--- config.mk ---
export PLATFORM = sky130hd
export DESIGN_NAME = demux_route_sched
export DESIGN_NICKNAME = d
export VERILOG_FILES = /design/src/rtl/demux_route_sched.sv
export SDC_FILE = /design/constraint.sdc
export NUM_CORES = 1
export LEC_CHECK = 0
export CORE_MARGIN = 4
export CORE_UTILIZATION = 43
export CTS_CLUSTER_DIAMETER = 80
export DETAILED_ROUTE_END_ITERATION = 8
export PLACE_DENSITY = 0.77
export SKIP_LAST_GASP = 1
export SLEW_MARGIN = 20
export SYNTH_ARGS = -nofsm -noshare
export SYNTH_HDL_FRONTEND = slang
export SYNTH_SLANG_ARGS = --single-unit
--- constraint.sdc ---
create_clock -name clk -period 2.8 [get_ports clk]
set_input_delay 0.84 -clock clk [delete_from_list [all_inputs] [get_ports clk]]
set_output_delay 0.84 -clock clk [all_outputs]
set_load 0.05 [all_outputs]
--- src/rtl/demux_route_sched.sv ---
// Single-entry holding scheduler feeding a 1-to-2 demultiplexer.
// Each sink is protected by a saturating credit counter; the held word goes to one sink, chosen by key or round-robin.
module demux_route_sched #(
    parameter int WIDTH   = 8,
    parameter int CREDITS = 4
) (
    input  logic             clk,
    input  logic             reset,
    input  logic             mode,
    input  logic [WIDTH-1:0] in_data,
    input  logic             in_key,
    input  logic             in_valid,
    output logic             in_ready,
    output logic [WIDTH-1:0] out1_data,
    output logic             out1_valid,
    input  logic             out1_ready,
    output logic [WIDTH-1:0] out2_data,
    output logic             out2_valid,
    input  logic             out2_ready,
    input  logic             credit_ret1,
    input  logic             credit_ret2,
    output logic [3:0]       cred1,
    output logic [3:0]       cred2,
    output logic             busy
);

    typedef enum logic {
        IDLE = 1'b0,
        HOLD = 1'b1
    } state_e;

    localparam logic [3:0] CRED_MAX = 4'(CREDITS);

    state_e           state_q, state_d;
    logic [WIDTH-1:0] hold_q, hold_d;
    logic             sel_q, sel_d;
    logic             rr_q, rr_d;
    logic             rr_word_q, rr_word_d;
    logic [3:0]       cred1_q, cred1_d;
    logic [3:0]       cred2_q, cred2_d;
    logic             xfer1, xfer2;

    // A transfer and a return in the same cycle cancel; returns saturate at CRED_MAX.
    function automatic logic [3:0] next_cred(input logic [3:0] cur, input logic take,
                                             input logic give);
        next_cred = cur;
        if (take && !give)
            next_cred = cur - 4'd1;
        else if (give && !take && cur != CRED_MAX)
            next_cred = cur + 4'd1;
    endfunction

    always_comb begin
        // NOTE: every signal written here gets a default first, so no path can infer a latch.
        state_d   = state_q;
        hold_d    = hold_q;
        sel_d     = sel_q;
        rr_d      = rr_q;
        rr_word_d = rr_word_q;

        out1_valid = (state_q == HOLD) && !sel_q && (cred1_q != 4'd0);
        out2_valid = (state_q == HOLD) &&  sel_q && (cred2_q != 4'd0);
        out1_data  = {WIDTH{out1_valid}} & hold_q;
        out2_data  = {WIDTH{out2_valid}} & hold_q;
        xfer1      = out1_valid && out1_ready;
        xfer2      = out2_valid && out2_ready;

        case (state_q)
            IDLE: begin
                if (in_valid) begin
                    hold_d    = in_data;
                    sel_d     = mode ? rr_q : in_key;
                    rr_word_d = mode;
                    state_d   = HOLD;
                end
            end
            HOLD: begin
                if (xfer1 || xfer2) begin
                    state_d = IDLE;
                    if (rr_word_q)
                        rr_d = ~rr_q;
                end
            end
        endcase

        cred1_d = next_cred(cred1_q, xfer1, credit_ret1);
        cred2_d = next_cred(cred2_q, xfer2, credit_ret2);

        in_ready = (state_q == IDLE);
        busy     = (state_q == HOLD);
        cred1    = cred1_q;
        cred2    = cred2_q;
    end

    // NOTE: sequential state uses non-blocking assignments only, so every flop samples pre-edge values.
    always_ff @(posedge clk) begin
        if (reset) begin
            state_q   <= IDLE;
            // NOTE: the hold register is reset too, so out data is defined even if the gating is later removed.
            hold_q    <= '0;
            sel_q     <= 1'b0;
            rr_q      <= 1'b0;
            rr_word_q <= 1'b0;
            cred1_q   <= CRED_MAX;
            cred2_q   <= CRED_MAX;
        end else begin
            state_q   <= state_d;
            hold_q    <= hold_d;
            sel_q     <= sel_d;
            rr_q      <= rr_d;
            rr_word_q <= rr_word_d;
            cred1_q   <= cred1_d;
            cred2_q   <= cred2_d;
        end
    end

endmodule

==> implementation parameters <==
Parameter                              Value

Critical path
  Cell-by-cell trace of the critical path ... clkdlybuf4s50_1 > or2_2 > a21o_1 > ha_1 > or4_4 > o211ai_2 > mux2i_1
  Largest stage delay on the critical path ... 520 ps
  Worst flop-to-flop path endpoint ... cred2[2]$_SDFFE_PP1P_
  Type of element launching the critical path ... input port
  Data arrival at the endpoint of the critical path ... 2900 ps
  Worst path depth ... 7
  Critical R2R Launch ... sel_q$_SDFFE_PP0P_
  FF-to-FF path depth ... 7
  Worst Setup End Kind ... register
  Largest fanout of any net on the critical path ... 3
  Data required, critical path ... 3030 ps
  Top Family by Delay on Critical Path ... simple AND/OR/NAND/NOR gates
  Worst Path Buf+Inv ... 1
  Critical path class ... input port to register
  Register-to-register path setup slack ... 510 ps
  Crit-path slowest cell ... sky130_fd_sc_hd__or4_4

Cells and area
  Area added between synthesis and finish ... 48.05%
  Commonest non-fill, non-tap cells in the layout ... sky130_fd_sc_hd__buf_4, sky130_fd_sc_hd__clkdlybuf4s50_1, sky130_fd_sc_hd__nand2_1, sky130_fd_sc_hd__dfxtp_1, sky130_fd_sc_hd__a21oi_1
  Filler cell count ... 213
  Core utilization of the finished layout ... 67.71%
  Multi-input logic area ... 759.5 µm²
  Final instance area ... 1708 µm²
  Count of placed standard cells in the final layout, fillers left out ... 223
  Number of nets in the final layout ... 213
  Proportion of layout cells with a drive suffix above 1 ... 26.94%
  Commonest non-fill, non-tap cell in the layout ... sky130_fd_sc_hd__buf_4
  Combined flip-flop and latch cell area ... 405.4 µm²
  Antenna diodes ... 0

Global routing
  Antenna violations before repair ... 0
  Remaining Overflow, GRT ... 0
  Wire length of the first global-routing pass ... 4650 µm
  Maximum number of pins on one net before global-route repair ... 16
  Via count of the first global-routing pass ... 1072
  GR Util All Layers ... 16.87%

Timing
  Unrepaired setup endpoints after global routing ... no
  Finish-stage setup viols ... 0
  Final cycle utilization of the critical path ... 95.24%
  Max Slew Vio Count ... 0
  Post-route minimum period ... 2667 ps
  Worst slew margin relative to its limit ... 66.77%
  Final count of hold timing violations ... 0
  Worst-margin pin slew ... 497.0 ps
  WHS ... 467.2 ps
  Total Negative Setup Slacks ... 0 ps
  Maximum achievable frequency ... 375.0 MHz
  Worst setup skew after layout ... 2.904 ps

Yosys
  Average instance area after synthesis ... 8.124 µm²
  Sequential fraction of the synthesis area ... 34.71%
  Commonest register cell after synthesis ... sky130_fd_sc_hd__dfxtp_1
  Total of warnings raised by yosys ... 0
  Instance count of the mapped netlist ... 142
  Netlist area before placement ... 1154 µm²
  Net count after synthesis ... 161
  Total of flip-flops plus latches after synthesis ... 20
  Number of enable-type register cells in the synthesized netlist ... 0
  Synth async-reset ratio ... 0%
  Count of distinct cell types in the synthesized netlist ... 37

Run
  Max capacitance violation total ... 0

Clock tree
  Maximum level of the CTS H-tree ... 1
  Worst-skew pair later-pin latency ... 300 ps
  TritonCTS clock tree ... built
  Quantity of gates resized following cts ... 0
  Number of buffers inserted by post-CTS setup repair ... 0
  CTS Hold Buffers Added ... 0
  Clock root cell ... sky130_fd_sc_hd__clkbuf_4
  Clock net sink count ... 20
  Clock Tree Buf Depth ... 2
  Clock buffer count from CTS ... 3
  Clk slew on worst S/H paths ... 110 ps

Placement
  Buffers added on ports ... 44
  Total placed cells including tap cells ... 219
  Post-DP HPWL ... 2340 µm
  Final estimated routing congestion in global placement ... 0.8403
  Post-detailed-placement cell area ... 1665 µm²

Min path
  Cell count of the worst hold path ... 2
  Worst hold endpoint ... hold_q[2]$_SDFFE_PP0P_
  Min-Delay Startpoint ... hold_q[2]$_SDFFE_PP0P_
  Worst hold-check path type ... register to register

Floorplanning
  Full die area ... 3575 µm²
  Starting density of the core ... 45.73%
  Vertical die dimension ... 59.80 µm
  Core ar. ... 2522 µm²
  I/O pin count ... 45
  Number of rows in the core area ... 18
  Die span in x ... 59.80 µm

Power
  PwrDens ... 470.9 nW/µm²
  Static leakage power ... 0.7175 nW
  Peak supply drop ... 399.5 µV

Drt
  DRC Markers ... 0
  WL per Instance ... 13.40 µm
  Drt first-iter violations ... 45
  Routed WL ... 2989 µm
  Detail Route Antenna Nets ... 0
  Total number of vias ... 1195
  Drt pass-1 iters ... 4
  Avg Vias per Cell ... 5.359

Outcome
  Status ... finished clean
## cell usage after synthesis (2+ instances only)
cell type	number	area (µm²)
sky130_fd_sc_hd__a211oi_1	2	15.01
sky130_fd_sc_hd__a21oi_1	14	70.07
sky130_fd_sc_hd__and2_1	16	100.1
sky130_fd_sc_hd__clkbuf_1	3	11.26
sky130_fd_sc_hd__dfxtp_1	20	400.4
sky130_fd_sc_hd__ha_1	2	25.02
sky130_fd_sc_hd__inv_1	2	7.510
sky130_fd_sc_hd__mux2_1	2	22.52
sky130_fd_sc_hd__mux2_2	3	33.78
sky130_fd_sc_hd__mux2i_1	5	50.05
sky130_fd_sc_hd__nand2_1	23	86.33
sky130_fd_sc_hd__nand2b_1	4	25.02
sky130_fd_sc_hd__nand4_1	2	12.51
sky130_fd_sc_hd__nand4b_1	2	17.52
sky130_fd_sc_hd__nor2_1	8	30.03
sky130_fd_sc_hd__nor2b_1	3	18.77
sky130_fd_sc_hd__nor3_1	7	35.03
sky130_fd_sc_hd__nor4_1	2	12.51
sky130_fd_sc_hd__o211ai_1	2	15.01
sky130_fd_sc_hd__or3_1	2	12.51
sky130_fd_sc_hd__or4_1	2	15.01
## final cells by class
| cell class | instances | area share, % |
|---|---|---|
| multi-input cells | 115 | 44.47 |
| repair buffers | 52 | 26.81 |
| flip-flops and latches | 20 | 23.74 |
| well taps | 30 | 2.198 |
| clock buffers | 4 | 2.125 |
| inverters | 2 | 0.6593 |
## worst max path at each step
stage                               start                    end  slack, ps
floorplan           cred1[0]$_SDFFE_PP0P_           out1_data[0]         70
global placement               out2_ready  cred2[2]$_SDFFE_PP1P_       -210
detailed placement             out2_ready  cred2[2]$_SDFFE_PP1P_       -320
CTS                            out2_ready  cred2[2]$_SDFFE_PP1P_          9
global route                  credit_ret2  cred2[2]$_SDFFE_PP1P_        110
finish                        credit_ret2  cred2[2]$_SDFFE_PP1P_        130
## state kept, by name, indices dropped and copies added, names as in the netlist
signal and count:
hold_q 8, busy 1, sel_q 1, rr_q 1, cred1 4, rr_word_q 1
cred2 4
## routing by layer
| metal | vias to the layer above | global-route usage, % | routed length, µm |
|---|---|---|---|
| li1 | 608 | - | - |
| met1 | 553 | 19.38 | 1299 |
| met2 | 32 | 29.94 | 1503 |
| met3 | 2 | 5.616 | 167 |
| met4 | 0 | 3.797 | 18 |
| met5 | - | 0 | 0 |
## worst reg2reg max path: stages, from the launching register on
cell,delay [ps]
sky130_fd_sc_hd__dfxtp_1,520
sky130_fd_sc_hd__nand3_4,90
sky130_fd_sc_hd__or2_2,300
sky130_fd_sc_hd__a21o_1,180
sky130_fd_sc_hd__ha_1,200
sky130_fd_sc_hd__or4_4,520
sky130_fd_sc_hd__o211ai_2,210
sky130_fd_sc_hd__mux2i_1,210
## stage by stage
stage / power, mW / setup slack (ps)
after floorplan: 0.5392 / 66.53
after global placement: 0.6361 / -214.1
after detailed placement: 0.6422 / -323.3
after CTS: 0.8147 / 8.815
after global routing: 0.8496 / 109.2
final: 0.8042 / 133.3
## report_power, final
part | internal [mW] | switching (mW) | leakage [nW]
Sequential | 0.310 | 0.0402 | 0.165
Clock | 0.0793 | 0.0882 | 0.0210
Combinational | 0.121 | 0.165 | 0.532
Total | 0.510 | 0.294 | 0.718
## cell families (layout without fill, tap and decap cells)
| family | after synthesis | count (layout) | share of synthesized area, % |
|---|---|---|---|
| adder cells (fa/ha/maj) | 2 | 2 | 2.169 |
| AO/OA/AOI/OAI | 25 | 25 | 14.42 |
| flip-flops | 20 | 20 | 34.71 |
| AND/OR/NAND/NOR | 77 | 77 | 36.33 |
| XOR/XNOR | 1 | 1 | 0.7594 |
| buffers and inverters | 7 | 58 | 2.386 |
| multiplexers | 10 | 10 | 9.219 |
Note: power is estimated with default switching activity, not from simulation.
